### src/rtl/id_ex_operand_stage_if.sv
// Decode/forwarding/ALU-side bundle for the ID/EX operand stage.
// Member names match the legacy flat ports so existing connections map one-to-one.
interface id_ex_operand_stage_if #(
  parameter int unsigned XLEN = 32,
  parameter int unsigned RA_W = 5
);
  logic            i_hold;
  logic            i_flush;
  logic            i_id_valid;
  logic [XLEN-1:0] i_id_pc;
  logic [XLEN-1:0] i_id_rs1_data;
  logic [XLEN-1:0] i_id_rs2_data;
  logic [XLEN-1:0] i_id_imm;
  logic [RA_W-1:0] i_id_rs1_addr;
  logic [RA_W-1:0] i_id_rs2_addr;
  logic [RA_W-1:0] i_id_rd_addr;
  logic            i_id_rd_wren;
  logic            i_id_opa_sel;
  logic            i_id_opb_sel;
  logic [3:0]      i_id_alu_op;
  logic [RA_W-1:0] i_mem_rd_addr;
  logic            i_mem_rd_wren;
  logic [XLEN-1:0] i_mem_fwd_data;
  logic [RA_W-1:0] i_wb_rd_addr;
  logic            i_wb_rd_wren;
  logic [XLEN-1:0] i_wb_data;
  logic [XLEN-1:0] o_operand_a;
  logic [XLEN-1:0] o_operand_b;
  logic [3:0]      o_alu_op;
  logic [XLEN-1:0] o_store_data;
  logic [XLEN-1:0] o_pc;
  logic [RA_W-1:0] o_rd_addr;
  logic            o_rd_wren;
  logic            o_valid;

  modport master (
    output i_hold, i_flush, i_id_valid, i_id_pc, i_id_rs1_data, i_id_rs2_data,
           i_id_imm, i_id_rs1_addr, i_id_rs2_addr, i_id_rd_addr, i_id_rd_wren,
           i_id_opa_sel, i_id_opb_sel, i_id_alu_op,
           i_mem_rd_addr, i_mem_rd_wren, i_mem_fwd_data,
           i_wb_rd_addr, i_wb_rd_wren, i_wb_data,
    input  o_operand_a, o_operand_b, o_alu_op, o_store_data, o_pc,
           o_rd_addr, o_rd_wren, o_valid
  );

  modport slave (
    input  i_hold, i_flush, i_id_valid, i_id_pc, i_id_rs1_data, i_id_rs2_data,
           i_id_imm, i_id_rs1_addr, i_id_rs2_addr, i_id_rd_addr, i_id_rd_wren,
           i_id_opa_sel, i_id_opb_sel, i_id_alu_op,
           i_mem_rd_addr, i_mem_rd_wren, i_mem_fwd_data,
           i_wb_rd_addr, i_wb_rd_wren, i_wb_data,
    output o_operand_a, o_operand_b, o_alu_op, o_store_data, o_pc,
           o_rd_addr, o_rd_wren, o_valid
  );
endinterface

### src/rtl/id_ex_operand_stage.sv
// ID/EX pipeline register with MEM/WB operand forwarding and ALU operand selection.
// Hold keeps contents but refreshes stored rs data from WB so a retired writer is not lost.
module id_ex_operand_stage #(
  parameter int unsigned XLEN = 32,
  parameter int unsigned RA_W = 5
) (
  input logic                 i_clk,
  input logic                 i_reset,
  id_ex_operand_stage_if.slave bus
);

  localparam logic [3:0] ALU_ADD = 4'b0000;

  logic            valid_q;
  logic [XLEN-1:0] pc_q;
  logic [XLEN-1:0] rs1_data_q;
  logic [XLEN-1:0] rs2_data_q;
  logic [XLEN-1:0] imm_q;
  logic [RA_W-1:0] rs1_addr_q;
  logic [RA_W-1:0] rs2_addr_q;
  logic [RA_W-1:0] rd_addr_q;
  logic            rd_wren_q;
  logic            opa_sel_q;
  logic            opb_sel_q;
  logic [3:0]      alu_op_q;

  logic            wb_hit_rs1;
  logic            wb_hit_rs2;
  logic            mem_hit_rs1;
  logic            mem_hit_rs2;
  logic [XLEN-1:0] fwd_rs1;
  logic [XLEN-1:0] fwd_rs2;

  // Hit detection against the stored (registered) source addresses; x0 never matches.
  always_comb begin
    mem_hit_rs1 = bus.i_mem_rd_wren && (bus.i_mem_rd_addr == rs1_addr_q) && (rs1_addr_q != '0);
    mem_hit_rs2 = bus.i_mem_rd_wren && (bus.i_mem_rd_addr == rs2_addr_q) && (rs2_addr_q != '0);
    wb_hit_rs1  = bus.i_wb_rd_wren  && (bus.i_wb_rd_addr  == rs1_addr_q) && (rs1_addr_q != '0);
    wb_hit_rs2  = bus.i_wb_rd_wren  && (bus.i_wb_rd_addr  == rs2_addr_q) && (rs2_addr_q != '0);
  end

  always_comb begin
    fwd_rs1 = rs1_data_q;
    if (mem_hit_rs1)
      fwd_rs1 = bus.i_mem_fwd_data;
    else if (wb_hit_rs1)
      fwd_rs1 = bus.i_wb_data;

    fwd_rs2 = rs2_data_q;
    if (mem_hit_rs2)
      fwd_rs2 = bus.i_mem_fwd_data;
    else if (wb_hit_rs2)
      fwd_rs2 = bus.i_wb_data;
  end

  always_ff @(posedge i_clk or posedge i_reset) begin
    if (i_reset) begin
      valid_q    <= 1'b0;
      pc_q       <= '0;
      rs1_data_q <= '0;
      rs2_data_q <= '0;
      imm_q      <= '0;
      rs1_addr_q <= '0;
      rs2_addr_q <= '0;
      rd_addr_q  <= '0;
      rd_wren_q  <= 1'b0;
      opa_sel_q  <= 1'b0;
      opb_sel_q  <= 1'b0;
      alu_op_q   <= ALU_ADD;
    end else if (bus.i_flush) begin
      valid_q    <= 1'b0;
      pc_q       <= '0;
      rs1_data_q <= '0;
      rs2_data_q <= '0;
      imm_q      <= '0;
      rs1_addr_q <= '0;
      rs2_addr_q <= '0;
      rd_addr_q  <= '0;
      rd_wren_q  <= 1'b0;
      opa_sel_q  <= 1'b0;
      opb_sel_q  <= 1'b0;
      alu_op_q   <= ALU_ADD;
    end else if (bus.i_hold) begin
      if (wb_hit_rs1)
        rs1_data_q <= bus.i_wb_data;
      if (wb_hit_rs2)
        rs2_data_q <= bus.i_wb_data;
    end else begin
      valid_q    <= bus.i_id_valid;
      pc_q       <= bus.i_id_pc;
      rs1_data_q <= bus.i_id_rs1_data;
      rs2_data_q <= bus.i_id_rs2_data;
      imm_q      <= bus.i_id_imm;
      rs1_addr_q <= bus.i_id_rs1_addr;
      rs2_addr_q <= bus.i_id_rs2_addr;
      rd_addr_q  <= bus.i_id_rd_addr;
      rd_wren_q  <= bus.i_id_rd_wren & bus.i_id_valid;
      opa_sel_q  <= bus.i_id_opa_sel;
      opb_sel_q  <= bus.i_id_opb_sel;
      alu_op_q   <= bus.i_id_alu_op;
    end
  end

  always_comb begin
    bus.o_operand_a  = opa_sel_q ? pc_q  : fwd_rs1;
    bus.o_operand_b  = opb_sel_q ? imm_q : fwd_rs2;
    bus.o_store_data = fwd_rs2;
    bus.o_alu_op     = alu_op_q;
    bus.o_pc         = pc_q;
    bus.o_rd_addr    = rd_addr_q;
    bus.o_rd_wren    = rd_wren_q;
    bus.o_valid      = valid_q;
  end

endmodule
### src/flat_wrapper.sv
// flat-port wrapper written by rule: the top's interface ports become plain ports
module id_ex_operand_stage_flat 
#(
  parameter int unsigned XLEN = 32,
  parameter int unsigned RA_W = 5
)
  (i_clk, i_reset, bus_i_hold, bus_i_flush, bus_i_id_valid, bus_i_id_pc, bus_i_id_rs1_data, bus_i_id_rs2_data, bus_i_id_imm, bus_i_id_rs1_addr, bus_i_id_rs2_addr, bus_i_id_rd_addr, bus_i_id_rd_wren, bus_i_id_opa_sel, bus_i_id_opb_sel, bus_i_id_alu_op, bus_i_mem_rd_addr, bus_i_mem_rd_wren, bus_i_mem_fwd_data, bus_i_wb_rd_addr, bus_i_wb_rd_wren, bus_i_wb_data, bus_o_operand_a, bus_o_operand_b, bus_o_alu_op, bus_o_store_data, bus_o_pc, bus_o_rd_addr, bus_o_rd_wren, bus_o_valid);
  id_ex_operand_stage_if #(.XLEN(XLEN), .RA_W(RA_W)) bus_i ();
  input logic i_clk;
  input logic i_reset;
  input wire logic [$bits(bus_i.i_hold)-1:0] bus_i_hold;
  input wire logic [$bits(bus_i.i_flush)-1:0] bus_i_flush;
  input wire logic [$bits(bus_i.i_id_valid)-1:0] bus_i_id_valid;
  input wire logic [$bits(bus_i.i_id_pc)-1:0] bus_i_id_pc;
  input wire logic [$bits(bus_i.i_id_rs1_data)-1:0] bus_i_id_rs1_data;
  input wire logic [$bits(bus_i.i_id_rs2_data)-1:0] bus_i_id_rs2_data;
  input wire logic [$bits(bus_i.i_id_imm)-1:0] bus_i_id_imm;
  input wire logic [$bits(bus_i.i_id_rs1_addr)-1:0] bus_i_id_rs1_addr;
  input wire logic [$bits(bus_i.i_id_rs2_addr)-1:0] bus_i_id_rs2_addr;
  input wire logic [$bits(bus_i.i_id_rd_addr)-1:0] bus_i_id_rd_addr;
  input wire logic [$bits(bus_i.i_id_rd_wren)-1:0] bus_i_id_rd_wren;
  input wire logic [$bits(bus_i.i_id_opa_sel)-1:0] bus_i_id_opa_sel;
  input wire logic [$bits(bus_i.i_id_opb_sel)-1:0] bus_i_id_opb_sel;
  input wire logic [$bits(bus_i.i_id_alu_op)-1:0] bus_i_id_alu_op;
  input wire logic [$bits(bus_i.i_mem_rd_addr)-1:0] bus_i_mem_rd_addr;
  input wire logic [$bits(bus_i.i_mem_rd_wren)-1:0] bus_i_mem_rd_wren;
  input wire logic [$bits(bus_i.i_mem_fwd_data)-1:0] bus_i_mem_fwd_data;
  input wire logic [$bits(bus_i.i_wb_rd_addr)-1:0] bus_i_wb_rd_addr;
  input wire logic [$bits(bus_i.i_wb_rd_wren)-1:0] bus_i_wb_rd_wren;
  input wire logic [$bits(bus_i.i_wb_data)-1:0] bus_i_wb_data;
  output wire logic [$bits(bus_i.o_operand_a)-1:0] bus_o_operand_a;
  output wire logic [$bits(bus_i.o_operand_b)-1:0] bus_o_operand_b;
  output wire logic [$bits(bus_i.o_alu_op)-1:0] bus_o_alu_op;
  output wire logic [$bits(bus_i.o_store_data)-1:0] bus_o_store_data;
  output wire logic [$bits(bus_i.o_pc)-1:0] bus_o_pc;
  output wire logic [$bits(bus_i.o_rd_addr)-1:0] bus_o_rd_addr;
  output wire logic [$bits(bus_i.o_rd_wren)-1:0] bus_o_rd_wren;
  output wire logic [$bits(bus_i.o_valid)-1:0] bus_o_valid;
  assign bus_i.i_hold = bus_i_hold;
  assign bus_i.i_flush = bus_i_flush;
  assign bus_i.i_id_valid = bus_i_id_valid;
  assign bus_i.i_id_pc = bus_i_id_pc;
  assign bus_i.i_id_rs1_data = bus_i_id_rs1_data;
  assign bus_i.i_id_rs2_data = bus_i_id_rs2_data;
  assign bus_i.i_id_imm = bus_i_id_imm;
  assign bus_i.i_id_rs1_addr = bus_i_id_rs1_addr;
  assign bus_i.i_id_rs2_addr = bus_i_id_rs2_addr;
  assign bus_i.i_id_rd_addr = bus_i_id_rd_addr;
  assign bus_i.i_id_rd_wren = bus_i_id_rd_wren;
  assign bus_i.i_id_opa_sel = bus_i_id_opa_sel;
  assign bus_i.i_id_opb_sel = bus_i_id_opb_sel;
  assign bus_i.i_id_alu_op = bus_i_id_alu_op;
  assign bus_i.i_mem_rd_addr = bus_i_mem_rd_addr;
  assign bus_i.i_mem_rd_wren = bus_i_mem_rd_wren;
  assign bus_i.i_mem_fwd_data = bus_i_mem_fwd_data;
  assign bus_i.i_wb_rd_addr = bus_i_wb_rd_addr;
  assign bus_i.i_wb_rd_wren = bus_i_wb_rd_wren;
  assign bus_i.i_wb_data = bus_i_wb_data;
  assign bus_o_operand_a = bus_i.o_operand_a;
  assign bus_o_operand_b = bus_i.o_operand_b;
  assign bus_o_alu_op = bus_i.o_alu_op;
  assign bus_o_store_data = bus_i.o_store_data;
  assign bus_o_pc = bus_i.o_pc;
  assign bus_o_rd_addr = bus_i.o_rd_addr;
  assign bus_o_rd_wren = bus_i.o_rd_wren;
  assign bus_o_valid = bus_i.o_valid;
  id_ex_operand_stage #(.XLEN(XLEN), .RA_W(RA_W)) u_core (.i_clk(i_clk), .i_reset(i_reset), .bus(bus_i));
endmodule
### config.mk
export PLATFORM = sky130hd
export DESIGN_NAME = id_ex_operand_stage_flat
export DESIGN_NICKNAME = d
export VERILOG_FILES = /design/src/rtl/id_ex_operand_stage_if.sv /design/src/rtl/id_ex_operand_stage.sv /design/src/flat_wrapper.sv
export SDC_FILE = /design/constraint.sdc
export NUM_CORES = 1
export LEC_CHECK = 0
export BUFFER_PORTS_ARGS = -buffer_cell sky130_fd_sc_hd__buf_2
export CAP_MARGIN = 10
export CORE_AREA = 2 2 144 146
export CTS_CLUSTER_SIZE = 12
export DETAILED_ROUTE_END_ITERATION = 10
export DIE_AREA = 0 0 146 148
export HOLD_SLACK_MARGIN = 0.03
export PLACE_DENSITY = 0.76
export RECOVER_POWER = 50
export SYNTH_ARGS = -nofsm -noshare
export SYNTH_HDL_FRONTEND = slang
export SYNTH_SLANG_ARGS = --single-unit
### constraint.sdc
create_clock -name i_clk -period 7.2 [get_ports i_clk]
set_input_delay 1.44 -clock i_clk [delete_from_list [all_inputs] [get_ports i_clk]]
set_output_delay 1.44 -clock i_clk [all_outputs]
set_load 0.03 [all_outputs]
Yosys cells after proc, flatten, opt, wreduce, memory -nomap -nowiden
Cells that the tools add are included.
{"block": "totals", "mem_bits_ro": 0, "n_memories": 0, "wordCells": 58, "ramBits": 0, "output_inout_bits": 139, "input_bits": 231, "latch_bits": 0, "regBits": 151}
{"block": "classes", "reduce_logical": 10, "n_bitwise": 1, "eq_ne": 5, "shift": 0, "add_sub_neg": 0, "n_mux": 30, "div_mod_pow": 0, "order_cmp": 0, "multipliers": 0}
{"operator": "32-bit 2-to-1 mux", "n": 14}
{"operator": "5-bit 2-to-1 mux", "n": 6}
{"operator": "5-bit equality test", "n": 4}
{"operator": "5-bit nonzero test", "n": 2}
{"operator": "1-bit logical AND", "n": 8}
{"operator": "1-bit 2-to-1 mux", "n": 8}
{"operator": "4-bit 2-to-1 mux", "n": 2}
{"operator": "2-bit by 1-bit inequality test with 1-bit output (second input constant)", "n": 1}
{"operator": "1-bit bitwise AND", "n": 1}

Longest topological paths before layout
Gate-level depths: netlist of run 1.
{"block": "logic_depth", "ltp_word": 6, "depth_mapped": 8, "depth_no_buf": 5}

Least setup slack after synthesis of run 1
No wires, ideal clock.
{"block": "synth_timing", "path_type": "input to output", "from": "input port bus_i_wb_rd_addr[0]", "to": "output port bus_o_operand_b[23]", "t_arrival_ns": 3.379, "path_slack_ns": 2.381, "required_time_ns": 5.760, "cell_stages": 6, "path_buffers": 1, "cell_sequence": "xnor2_1 -> nand4_1 -> clkbuf_1 -> or3_1 -> a31oi_1 -> mux2_2"}
{"block": "synth_between", "elab_chain_cells": 6}
{"element": "from (decl)", "line": "flat_wrapper.sv:28", "rtl": "input wire logic [$bits(bus_i.i_wb_rd_addr)-1:0] bus_i_wb_rd_addr;"}
{"element": "5-bit equality test", "line": "id_ex_operand_stage.sv:39", "rtl": "wb_hit_rs2 = bus.i_wb_rd_wren && (bus.i_wb_rd_addr == rs2_addr_q) && (rs2_addr_q != '0);"}
{"element": "1-bit logical AND (2 in a row)", "line": "id_ex_operand_stage.sv:39"}
{"element": "32-bit 2-to-1 mux", "line": "id_ex_operand_stage.sv:52", "rtl": "else if (wb_hit_rs2)"}
{"element": "32-bit 2-to-1 mux", "line": "id_ex_operand_stage.sv:50", "rtl": "if (mem_hit_rs2)"}
{"element": "net bus_o_store_data[23]", "line": "flat_wrapper.sv:34", "rtl": "output wire logic [$bits(bus_i.o_store_data)-1:0] bus_o_store_data;"}
{"element": "32-bit 2-to-1 mux", "line": "id_ex_operand_stage.sv:106", "rtl": "bus.o_operand_b = opb_sel_q ? imm_q : fwd_rs2;"}
{"element": "to (decl)", "line": "flat_wrapper.sv:32", "rtl": "output wire logic [$bits(bus_i.o_operand_b)-1:0] bus_o_operand_b;"}
The timed path passes the listed nets, and every way through them passes these cells.

Worst setup path in the final report of run 1
{"block": "layout_timing", "from": "input port bus_i_hold", "to": "register u_core.rs2_data_q[8]"}
{"block": "layout_between", "elab_chain_cells": 2}
{"element": "from (decl)", "line": "flat_wrapper.sv:11", "rtl": "input wire logic [$bits(bus_i.i_hold)-1:0] bus_i_hold;"}
{"element": "32-bit 2-to-1 mux", "line": "id_ex_operand_stage.sv:83", "rtl": "end else if (bus.i_hold) begin"}
{"element": "32-bit 2-to-1 mux", "line": "id_ex_operand_stage.sv:70", "rtl": "end else if (bus.i_flush) begin"}
{"element": "to (signal assigned)", "line": "id_ex_operand_stage.sv:87", "rtl": "rs2_data_q <= bus.i_wb_data;"}
{"element": "to (signal assigned)", "line": "id_ex_operand_stage.sv:92", "rtl": "rs2_data_q <= bus.i_id_rs2_data;"}
{"element": "to (decl)", "line": "id_ex_operand_stage.sv:17", "rtl": "logic [XLEN-1:0] rs2_data_q;"}
Every way passes these cells.
A chain may end at the register's enable or synchronous reset.

==> impl_results.html, run 1 <==
<table>
<tr><th>Metric</th><th>Value</th></tr>
<tr><th colspan="2">Floorplanning</th></tr>
<tr><td>Height of the chip</td><td>148 um</td></tr>
<tr><td>Starting density of the core</td><td>42.16%</td></tr>
<tr><td>Core Box Area</td><td>20040 sq um</td></tr>
<tr><td>Die W</td><td>146 um</td></tr>
<tr><td>Top Ports</td><td>370</td></tr>
<tr><td>Die area</td><td>21610 sq um</td></tr>
<tr><td># rows</td><td>52</td></tr>
<tr><th colspan="2">Yosys</th></tr>
<tr><td>Fraction of synthesized cell area taken by the top area cell type</td><td>44.73%</td></tr>
<tr><td>Synth Cell Area</td><td>8448 sq um</td></tr>
<tr><td>Net Count, Synth</td><td>1123</td></tr>
<tr><td>Most numerous cell types in the synthesized netlist</td><td>sky130_fd_sc_hd__nor2_1 (154), sky130_fd_sc_hd__dfrtp_1 (151), sky130_fd_sc_hd__mux2i_1 (117), sky130_fd_sc_hd__inv_1 (96), sky130_fd_sc_hd__clkbuf_1 (65)</td></tr>
<tr><td>Top FF cell, synth</td><td>sky130_fd_sc_hd__dfrtp_1</td></tr>
<tr><td>Yosys cell types</td><td>32</td></tr>
<tr><td>Most used standard cell by instance count after synthesis</td><td>sky130_fd_sc_hd__nor2_1</td></tr>
<tr><td>Post-Syn Area per Cell</td><td>9.471 sq um</td></tr>
<tr><td>Number of warnings issued by yosys</td><td>0</td></tr>
<tr><td>Leading cell types by total area after synthesis</td><td>sky130_fd_sc_hd__dfrtp_1 (45%), sky130_fd_sc_hd__mux2i_1 (14%), sky130_fd_sc_hd__nor2_1 (6.8%), sky130_fd_sc_hd__inv_1 (4.3%), sky130_fd_sc_hd__mux2_2 (4.3%)</td></tr>
<tr><td>Count of state elements after synthesis</td><td>151</td></tr>
<tr><td>Count of flip-flops with a built-in enable after synthesis</td><td>0</td></tr>
<tr><td>Part of the Yosys area used for sequential elements</td><td>44.73%</td></tr>
<tr><td>FFs w/ async S/R, synth</td><td>100.0%</td></tr>
<tr><td>Post-synthesis cell count</td><td>892</td></tr>
<tr><td>Largest area contributor in the netlist</td><td>sky130_fd_sc_hd__dfrtp_1</td></tr>
<tr><th colspan="2">Power</th></tr>
<tr><td>Power density of the placed cells</td><td>228.1 nW/um^2</td></tr>
<tr><td>Peak ir drop on the vdd network</td><td>0.1512 mV</td></tr>
<tr><td>Pleak</td><td>0.005546 uW</td></tr>
<tr><th colspan="2">Clock tree</th></tr>
<tr><td>Clock latency on the worst-skew pair</td><td>0.41 ns</td></tr>
<tr><td>Maximum clock path buffer count</td><td>2</td></tr>
<tr><td>Sink Count</td><td>151</td></tr>
<tr><td>Resize count post-CTS</td><td>0</td></tr>
<tr><td>Inserted Clock Buffers</td><td>17</td></tr>
<tr><td>CTS clock-pin slew for the worst setup and hold paths</td><td>0.06 ns</td></tr>
<tr><td>Total number of H-tree levels</td><td>4</td></tr>
<tr><td>CTS tree</td><td>yes</td></tr>
<tr><td>CTS Hold Bufs</td><td>0</td></tr>
<tr><td>Number of setup buffers added after CTS</td><td>0</td></tr>
<tr><td>Buffer type at the clock tree root</td><td>sky130_fd_sc_hd__clkbuf_16</td></tr>
<tr><th colspan="2">Critical path</th></tr>
<tr><td>Arrival time of data at the critical path endpoint</td><td>6.04 ns</td></tr>
<tr><td>Worst setup path class</td><td>in2reg</td></tr>
<tr><td>Worst endpoint required time</td><td>7.48 ns</td></tr>
<tr><td>Largest fanout on the critical path</td><td>118</td></tr>
<tr><td>CP Capture Type</td><td>flop</td></tr>
<tr><td>Critical Path Start Type</td><td>primary input</td></tr>
<tr><th colspan="2">GRT</th></tr>
<tr><td>Most congested layer reported by global routing</td><td>met2</td></tr>
<tr><td>Largest net degree at the start of global routing</td><td>119</td></tr>
<tr><td>Total gr overflow</td><td>0</td></tr>
<tr><td>Vias in the first global route</td><td>8214</td></tr>
<tr><td>Global-route met2 utilization</td><td>43.18%</td></tr>
<tr><td>Antenna violations before repair</td><td>0</td></tr>
<tr><td>Wire length of the first global-routing pass</td><td>44600 um</td></tr>
<tr><td>Overall global routing resource usage</td><td>25.88%</td></tr>
<tr><td>Met3 global-route usage</td><td>5.123%</td></tr>
<tr><td>Global-route track usage on met1</td><td>33.08%</td></tr>
<tr><th colspan="2">Finish</th></tr>
<tr><td>Total non-filler cell area in the finished layout</td><td>11010 sq um</td></tr>
<tr><td>Total area of multi-input combinational cells</td><td>4010 sq um</td></tr>
<tr><td>Relative area change from synthesis to final layout</td><td>30.35%</td></tr>
<tr><td>Number of cells in the finished layout apart from fillers</td><td>1489</td></tr>
<tr><td>Layout net count</td><td>1438</td></tr>
<tr><td>Ant diodes</td><td>0</td></tr>
<tr><td>Share of post-route cells with drive strength above 1</td><td>33.06%</td></tr>
<tr><td>Fillcell total</td><td>1848</td></tr>
<tr><td>Combined flip-flop and latch cell area</td><td>3781 sq um</td></tr>
<tr><th colspan="2">Placement</th></tr>
<tr><td>Final estimated routing congestion in global placement</td><td>0.9223</td></tr>
<tr><td>Placed cell area</td><td>10430 sq um</td></tr>
<tr><td>Count of port buffers added during placement</td><td>369</td></tr>
<tr><td>Count of placed standard cells including taps</td><td>1458</td></tr>
<tr><td>HPWL reported at the end of detailed placement</td><td>19700 um</td></tr>
<tr><th colspan="2">Routing</th></tr>
<tr><td>First drt pass iteration count</td><td>8</td></tr>
<tr><td>Mean routed wirelength per cell</td><td>19.27 um</td></tr>
<tr><td>Vias per Instance</td><td>5.600</td></tr>
<tr><td>Detail Route Antenna Nets</td><td>0</td></tr>
<tr><td>Via count</td><td>8339</td></tr>
<tr><td>WL final</td><td>28690 um</td></tr>
<tr><td>Violation count after the first detailed-routing iteration</td><td>523</td></tr>
<tr><td>Number of DRC violations after detailed routing</td><td>0</td></tr>
<tr><th colspan="2">Job</th></tr>
<tr><td>Number of violations of the max-capacitance limit</td><td>3</td></tr>
<tr><th colspan="2">Timing</th></tr>
<tr><td>Fraction of the cycle the final worst path needs</td><td>79.88%</td></tr>
<tr><td>Worst relative slew slack</td><td>-239.0%</td></tr>
<tr><td>Finish-stage setup viols</td><td>0</td></tr>
<tr><td>Minimum clock period after layout</td><td>5.751 ns</td></tr>
<tr><td>Sum of negative setup slack</td><td>0 ns</td></tr>
<tr><td>Final-report max-slew violation count</td><td>254</td></tr>
<tr><td>Count of final hold-check violations</td><td>0</td></tr>
<tr><td>Maximum achievable frequency</td><td>173.9 MHz</td></tr>
<tr><td>Worst clock skew on the final layout</td><td>0.01656 ns</td></tr>
<tr><td>Unrepaired setup endpoints after global routing</td><td>false</td></tr>
<tr><td>Worst-margin pin slew</td><td>5.085 ns</td></tr>
<tr><th colspan="2">Min path</th></tr>
<tr><td>Kind of path behind the tightest hold check</td><td>reg2reg</td></tr>
<tr><th colspan="2">Outcome</th></tr>
<tr><td>Result of the run</td><td>complete, but fails checks</td></tr>
<tr><td>Violations in the final reports</td><td>capacitance limit, slew limit</td></tr>
</table>
final cells by class:
class,instances,area share (%)
clock buffer,20,3.965
clock inverter,11,2.000
inverter,96,3.284
multi-input combinational,564,36.42
sequential,151,34.34
tap,270,3.068
timing repair buffer,377,16.93
per-layer routing:
layer  part of all wire, %  up-vias
met5                     0        -
met1                    40     4058
met3                   7.7       51
met2                    49      424
li1                      -     3806
met4                   3.0        0
sequential cells by signal, summed over array words and instances, names as in the netlist:
| signal | count |
|---|---|
| u_core.bus.o_pc | 32 |
| u_core.imm_q | 32 |
| u_core.rs1_data_q | 32 |
| u_core.rs2_data_q | 32 |
| u_core.bus.o_rd_addr | 5 |
| u_core.rs1_addr_q | 5 |
| u_core.rs2_addr_q | 5 |
| u_core.bus.o_alu_op | 4 |
| u_core.bus.o_rd_wren | 1 |
| u_core.bus.o_valid | 1 |
| u_core.opa_sel_q | 1 |
| u_core.opb_sel_q | 1 |
cells by family after synthesis:
family	after synthesis	share of synthesized area [%]
buffers and inverters	177	8.161
muxes	149	18.13
xor gates and xnor gates	20	2.073
and+or+nand+nor	231	12.14
AOI/OAI and AO/OA	164	14.77
DFF	151	44.73
power breakdown:
group,internal [uW],switching (uW)
Combinational,196,366
Clock,652,358
Sequential,901,39.2
Total,1750,763
metrics by stage:
stage | hold slack [ns] | util [%] | total power, uW | worst slack [ns]
2_1_floorplan | 0.4835 | - | 1307 | 1.695
3_3_place_gp | 0.4987 | 52.02 | 1502 | 2.175
6_report | 0.5197 | 54.95 | 2512 | 1.449
5_1_grt | 0.5523 | 54.95 | 2611 | 1.132
3_5_place_dp | 0.5083 | 52.02 | 1512 | 2.066
4_1_cts | 0.5252 | 55.30 | 2529 | 2.052
worst paths after layout:
check	startpoint	endpoint	slack, ns	cells after the start
min in group asynchronous	i_reset	u_core.bus.o_pc[8]	2.24	2
worst max-delay path	bus_i_hold	u_core.rs2_data_q[8]	1.45	4
worst min register to register	u_core.imm_q[18]	u_core.imm_q[18]	0.52	2
max in group asynchronous	i_reset	u_core.opb_sel_q	1.98	3
worst min-delay path	u_core.imm_q[18]	u_core.imm_q[18]	0.52	2
worst max register to register	u_core.rs1_addr_q[1]	u_core.rs1_data_q[29]	4.68	6
critical path, stage by stage:
cell and delay, ns:
sky130_fd_sc_hd__clkbuf_1 3.48, sky130_fd_sc_hd__buf_12 0.46, sky130_fd_sc_hd__nor2_1 0.14, sky130_fd_sc_hd__a311oi_1 0.34
placed cells by master, fill, tap and decap left out, types with 47 or more instances in the layout:
master / count
sky130_fd_sc_hd__mux2i_1: 117
sky130_fd_sc_hd__clkbuf_1: 47
sky130_fd_sc_hd__dfrtp_1: 149
sky130_fd_sc_hd__nor2_1: 153
sky130_fd_sc_hd__buf_2: 324
sky130_fd_sc_hd__inv_1: 95
Note: power is estimated with default switching activity, not from simulation.
==> run 2: changes to the inputs <==
- ABC_AREA: unset -> 1
- CORE_AREA: 2 2 144 146 -> unset
- CORE_ASPECT_RATIO: unset -> 2
- CORE_UTILIZATION: unset -> 45
- DIE_AREA: 0 0 146 148 -> unset
- PLACE_DENSITY: 0.76 -> 0.82
- clock period: 7.2 -> 5.1 ns (I/O delays scaled with it)
==> impl_results.html, run 2 <==
<table>
<tr><th>Metric</th><th>Value</th></tr>
<tr><th colspan="2">Power</th></tr>
<tr><td>Peak ir drop on the vdd network</td><td>0.2918 mV (was 0.1512 mV)</td></tr>
<tr><td>Power density of the placed cells</td><td>293.8 nW/um^2 (was 228.1 nW/um^2)</td></tr>
<tr><td>Total power</td><td>3392 uW (was 2512 uW)</td></tr>
<tr><td>Pleak</td><td>0.006737 uW (was 0.005546 uW)</td></tr>
<tr><th colspan="2">Floorplanning</th></tr>
<tr><td>Die W</td><td>102.6 um (was 146 um)</td></tr>
<tr><td># rows</td><td>73 (was 52)</td></tr>
<tr><td>Height of the chip</td><td>203.2 um (was 148 um)</td></tr>
<tr><td>Top Ports</td><td>370 (unchanged)</td></tr>
<tr><td>Die area</td><td>20840 sq um (was 21610 sq um)</td></tr>
<tr><td>Core Box Area</td><td>19820 sq um (was 20040 sq um)</td></tr>
<tr><td>Starting density of the core</td><td>45.94% (was 42.16%)</td></tr>
<tr><th colspan="2">Clock tree</th></tr>
<tr><td>Resize count post-CTS</td><td>0 (unchanged)</td></tr>
<tr><td>Clock latency on the worst-skew pair</td><td>0.46 ns (was 0.41 ns)</td></tr>
<tr><td>CTS Hold Bufs</td><td>0 (unchanged)</td></tr>
<tr><td>CTS tree</td><td>yes (unchanged)</td></tr>
<tr><td>Inserted Clock Buffers</td><td>17 (unchanged)</td></tr>
<tr><td>Total number of H-tree levels</td><td>4 (unchanged)</td></tr>
<tr><td>Sink Count</td><td>151 (unchanged)</td></tr>
<tr><td>Buffer type at the clock tree root</td><td>sky130_fd_sc_hd__clkbuf_16 (unchanged)</td></tr>
<tr><td>CTS clock-pin slew for the worst setup and hold paths</td><td>0.06 ns (about the same)</td></tr>
<tr><td>Maximum clock path buffer count</td><td>2 (unchanged)</td></tr>
<tr><td>Number of setup buffers added after CTS</td><td>0 (unchanged)</td></tr>
<tr><th colspan="2">Placement</th></tr>
<tr><td>Final estimated routing congestion in global placement</td><td>0.9771 (was 0.9223)</td></tr>
<tr><td>HPWL reported at the end of detailed placement</td><td>25810 um (was 19700 um)</td></tr>
<tr><td>Placed cell area</td><td>11010 sq um (was 10430 sq um)</td></tr>
<tr><td>Count of placed standard cells including taps</td><td>1768 (was 1458)</td></tr>
<tr><td>Count of port buffers added during placement</td><td>369 (unchanged)</td></tr>
<tr><th colspan="2">Routing</th></tr>
<tr><td>Number of DRC violations after detailed routing</td><td>0 (unchanged)</td></tr>
<tr><td>WL final</td><td>35790 um (was 28690 um)</td></tr>
<tr><td>Via count</td><td>10063 (was 8339)</td></tr>
<tr><td>Detail Route Antenna Nets</td><td>0 (unchanged)</td></tr>
<tr><td>First drt pass iteration count</td><td>5 (was 8)</td></tr>
<tr><td>Mean routed wirelength per cell</td><td>19.80 um (was 19.27 um)</td></tr>
<tr><td>Vias per Instance</td><td>5.566 (was 5.600)</td></tr>
<tr><td>Violation count after the first detailed-routing iteration</td><td>665 (was 523)</td></tr>
<tr><th colspan="2">Yosys</th></tr>
<tr><td>Most numerous cell types in the synthesized netlist</td><td>sky130_fd_sc_hd__nand2_1 (442), sky130_fd_sc_hd__nand3_1 (165), sky130_fd_sc_hd__dfrtp_1 (151), sky130_fd_sc_hd__inv_1 (83), sky130_fd_sc_hd__a22o_1 (74) (was sky130_fd_sc_hd__nor2_1 (154), sky130_fd_sc_hd__dfrtp_1 (151), sky130_fd_sc_hd__mux2i_1 (117), sky130_fd_sc_hd__inv_1 (96), sky130_fd_sc_hd__clkbuf_1 (65))</td></tr>
<tr><td>Largest area contributor in the netlist</td><td>sky130_fd_sc_hd__dfrtp_1 (unchanged)</td></tr>
<tr><td>Part of the Yosys area used for sequential elements</td><td>41.50% (was 44.73%)</td></tr>
<tr><td>Count of state elements after synthesis</td><td>151 (unchanged)</td></tr>
<tr><td>Yosys cell types</td><td>29 (was 32)</td></tr>
<tr><td>Net Count, Synth</td><td>1434 (was 1123)</td></tr>
<tr><td>Post-synthesis cell count</td><td>1203 (was 892)</td></tr>
<tr><td>Compound-cell area share of the yosys netlist</td><td>13.14% (was 14.77%)</td></tr>
<tr><td>Synth Area in XOR/XNOR</td><td>0% (was 2.073%)</td></tr>
<tr><td>Portion of netlist area occupied by mux cells</td><td>0% (was 18.13%)</td></tr>
<tr><td>Synth Cell Area</td><td>9105 sq um (was 8448 sq um)</td></tr>
<tr><td>Most used standard cell by instance count after synthesis</td><td>sky130_fd_sc_hd__nand2_1 (was sky130_fd_sc_hd__nor2_1)</td></tr>
<tr><td>Leading cell types by total area after synthesis</td><td>sky130_fd_sc_hd__dfrtp_1 (42%), sky130_fd_sc_hd__nand2_1 (18%), sky130_fd_sc_hd__nand3_1 (9.1%), sky130_fd_sc_hd__a22o_1 (7.1%), sky130_fd_sc_hd__inv_1 (3.4%) (was sky130_fd_sc_hd__dfrtp_1 (45%), sky130_fd_sc_hd__mux2i_1 (14%), sky130_fd_sc_hd__nor2_1 (6.8%), sky130_fd_sc_hd__inv_1 (4.3%), sky130_fd_sc_hd__mux2_2 (4.3%))</td></tr>
<tr><td>Synth Area in Adders</td><td>0% (unchanged)</td></tr>
<tr><td>Basic-gate share of the synthesized area counting and, or, nand and nor cells</td><td>36.68% (was 12.14%)</td></tr>
<tr><td>Dominant combinational cell family by area after synthesis</td><td>simple AND/OR/NAND/NOR gates (was multiplexers)</td></tr>
<tr><td>Post-Syn Area per Cell</td><td>7.569 sq um (was 9.471 sq um)</td></tr>
<tr><td>Fraction of synthesized cell area taken by the top area cell type</td><td>41.50% (was 44.73%)</td></tr>
<tr><td>Top FF cell, synth</td><td>sky130_fd_sc_hd__dfrtp_1 (unchanged)</td></tr>
<tr><td>Number of warnings issued by yosys</td><td>0 (unchanged)</td></tr>
<tr><td>Count of flip-flops with a built-in enable after synthesis</td><td>0 (unchanged)</td></tr>
<tr><td>FFs w/ async S/R, synth</td><td>100.0% (unchanged)</td></tr>
<tr><th colspan="2">Finish</th></tr>
<tr><td>Number of cells in the finished layout apart from fillers</td><td>1808 (was 1489)</td></tr>
<tr><td>Fillcell total</td><td>1901 (was 1848)</td></tr>
<tr><td>Total non-filler cell area in the finished layout</td><td>11540 sq um (was 11010 sq um)</td></tr>
<tr><td>Layout net count</td><td>1756 (was 1438)</td></tr>
<tr><td>Leading cell types in the layout, fill and taps excluded</td><td>sky130_fd_sc_hd__nand2_1 (442), sky130_fd_sc_hd__buf_2 (325), sky130_fd_sc_hd__nand3_1 (165) (was sky130_fd_sc_hd__buf_2 (324), sky130_fd_sc_hd__nor2_1 (153), sky130_fd_sc_hd__dfrtp_1 (149))</td></tr>
<tr><td>Share of post-route cells with drive strength above 1</td><td>29.91% (was 33.06%)</td></tr>
<tr><td>Most frequent standard cell in the layout excluding fill and tap cells</td><td>sky130_fd_sc_hd__nand2_1 (was sky130_fd_sc_hd__buf_2)</td></tr>
<tr><td>Relative area change from synthesis to final layout</td><td>26.80% (was 30.35%)</td></tr>
<tr><th colspan="2">Timing</th></tr>
<tr><td>Sum of negative setup slack</td><td>0 ns (unchanged)</td></tr>
<tr><td>Finish-stage setup viols</td><td>0 (unchanged)</td></tr>
<tr><td>Final hold slack</td><td>0.5018 ns (was 0.5197 ns)</td></tr>
<tr><td>Fraction of the cycle the final worst path needs</td><td>81.29%</td></tr>
<tr><td>Final-report max-slew violation count</td><td>107 (was 254)</td></tr>
<tr><td>Minimum clock period after layout</td><td>4.146 ns</td></tr>
<tr><td>Unrepaired setup endpoints after global routing</td><td>false (unchanged)</td></tr>
<tr><td>Worst relative slew slack</td><td>-127.3% (was -239.0%)</td></tr>
<tr><td>Count of final hold-check violations</td><td>0 (unchanged)</td></tr>
<tr><td>Worst-margin pin slew</td><td>3.391 ns (was 5.085 ns)</td></tr>
<tr><td>Maximum achievable frequency</td><td>241.2 MHz</td></tr>
<tr><td>Worst clock skew on the final layout</td><td>0.01284 ns (was 0.01656 ns)</td></tr>
<tr><th colspan="2">GRT</th></tr>
<tr><td>Vias in the first global route</td><td>9913 (was 8214)</td></tr>
<tr><td>Largest net degree at the start of global routing</td><td>81 (was 119)</td></tr>
<tr><td>Antenna violations before repair</td><td>10 (was 0)</td></tr>
<tr><td>Wire length of the first global-routing pass</td><td>52960 um (was 44600 um)</td></tr>
<tr><td>Overall global routing resource usage</td><td>34.71% (was 25.88%)</td></tr>
<tr><td>Total gr overflow</td><td>0 (unchanged)</td></tr>
<tr><th colspan="2">Critical path</th></tr>
<tr><td>CP Capture Type</td><td>primary output (was flop)</td></tr>
<tr><td>Largest fanout on the critical path</td><td>33 (was 118)</td></tr>
<tr><td>Critical Path Start Type</td><td>primary input (unchanged)</td></tr>
<tr><td>Worst setup path class</td><td>in2out (was in2reg)</td></tr>
<tr><td>Worst endpoint required time</td><td>4.08 ns (was 7.48 ns)</td></tr>
<tr><td>Arrival time of data at the critical path endpoint</td><td>3.13 ns (was 6.04 ns)</td></tr>
<tr><th colspan="2">Outcome</th></tr>
<tr><td>Result of the run</td><td>complete, but fails checks (unchanged)</td></tr>
<tr><td>Violations in the final reports</td><td>capacitance limit, slew limit (unchanged)</td></tr>
<tr><th colspan="2">Min path</th></tr>
<tr><td>Kind of path behind the tightest hold check</td><td>reg2reg (unchanged)</td></tr>
<tr><th colspan="2">Job</th></tr>
<tr><td>Number of violations of the max-capacitance limit</td><td>2 (was 3)</td></tr>
</table>
[run 2: cell count changes in the layout (fill, tap and decap cells not counted), sizes merged, moves of 33 or more]
cell / delta
mux2i: -117
nor3: -33
nand3: +195
nor2: -141
nand2: +475
and2: +33
a22o: +74
[run 2: final timing paths]
path,startpoint,end,slack (ns),depth (start not counted)
max,bus_i_wb_rd_addr[0],bus_o_operand_b[21],0.95,11
min,u_core.imm_q[31],u_core.imm_q[31],0.50,1
max reg2reg,u_core.rs1_addr_q[3],u_core.rs1_data_q[23],2.86,9
min reg2reg,u_core.imm_q[31],u_core.imm_q[31],0.50,1
max in group asynchronous,i_reset,u_core.imm_q[8],2.00,2
min in group asynchronous,i_reset,u_core.bus.o_pc[26],1.52,2
[run 2: layout make-up]
| class | instances | area, sq um | share of cell area [%] |
|---|---|---|---|
| well taps | 262 | 327.8 | 2.839 |
| flip-flops and latches | 151 | 3779 | 32.73 |
| diodes | 8 | 20.02 | 0.1734 |
| inverters | 92 | 346.6 | 3.002 |
| multi-input cells | 878 | 4566 | 39.55 |
| repair buffers | 385 | 1937 | 16.78 |
| clock inverters | 14 | 130.1 | 1.127 |
| clock buffers | 18 | 439.2 | 3.804 |
[run 2: power breakdown]
group / internal [uW] / switching (uW)
Clock: 657 / 596
Combinational: 257 / 570
Sequential: 1270 / 44.2
[run 2: cells by family (layout without fill, tap and decap cells)]
group                  after synthesis  after routing
buffers and inverters              174            509
flip-flops                         151            151
AO/OA/AOI/OAI                      157            157
AND/OR/NAND/NOR                    721            721
other                                0              8
[run 2: per-stage QoR]
stage | util, % | worst slack, ns
after floorplan | - | 0.01526
after global placement | 55.57 | 0.9842
after detailed placement | 55.57 | 0.9478
after CTS | 58.44 | 0.9368
after global routing | 58.25 | 0.8034
final | 58.25 | 0.9544
[run 2: worst max-delay path, cell delays in order]
cell and delay (ns):
sky130_fd_sc_hd__buf_2 0.11, sky130_fd_sc_hd__inv_1 0.05, sky130_fd_sc_hd__nand2_1 0.06, sky130_fd_sc_hd__nand3_1 0.16
sky130_fd_sc_hd__nor2_8 0.50, sky130_fd_sc_hd__nand2_4 0.48, sky130_fd_sc_hd__nand2_2 0.20, sky130_fd_sc_hd__nand3_2 0.08
sky130_fd_sc_hd__nand3_1 0.17, sky130_fd_sc_hd__nand2_1 0.08, sky130_fd_sc_hd__buf_2 0.18
[run 2: metal layers]
metal  GRT usage (%)  vias up  part of all wire, %
li1                -     4598                    -
met1           37.86     4688                   35
met2           58.19      623                   51
met3           6.203      150                  7.2
met4           26.53        4                  6.8
met5               0        -                0.075
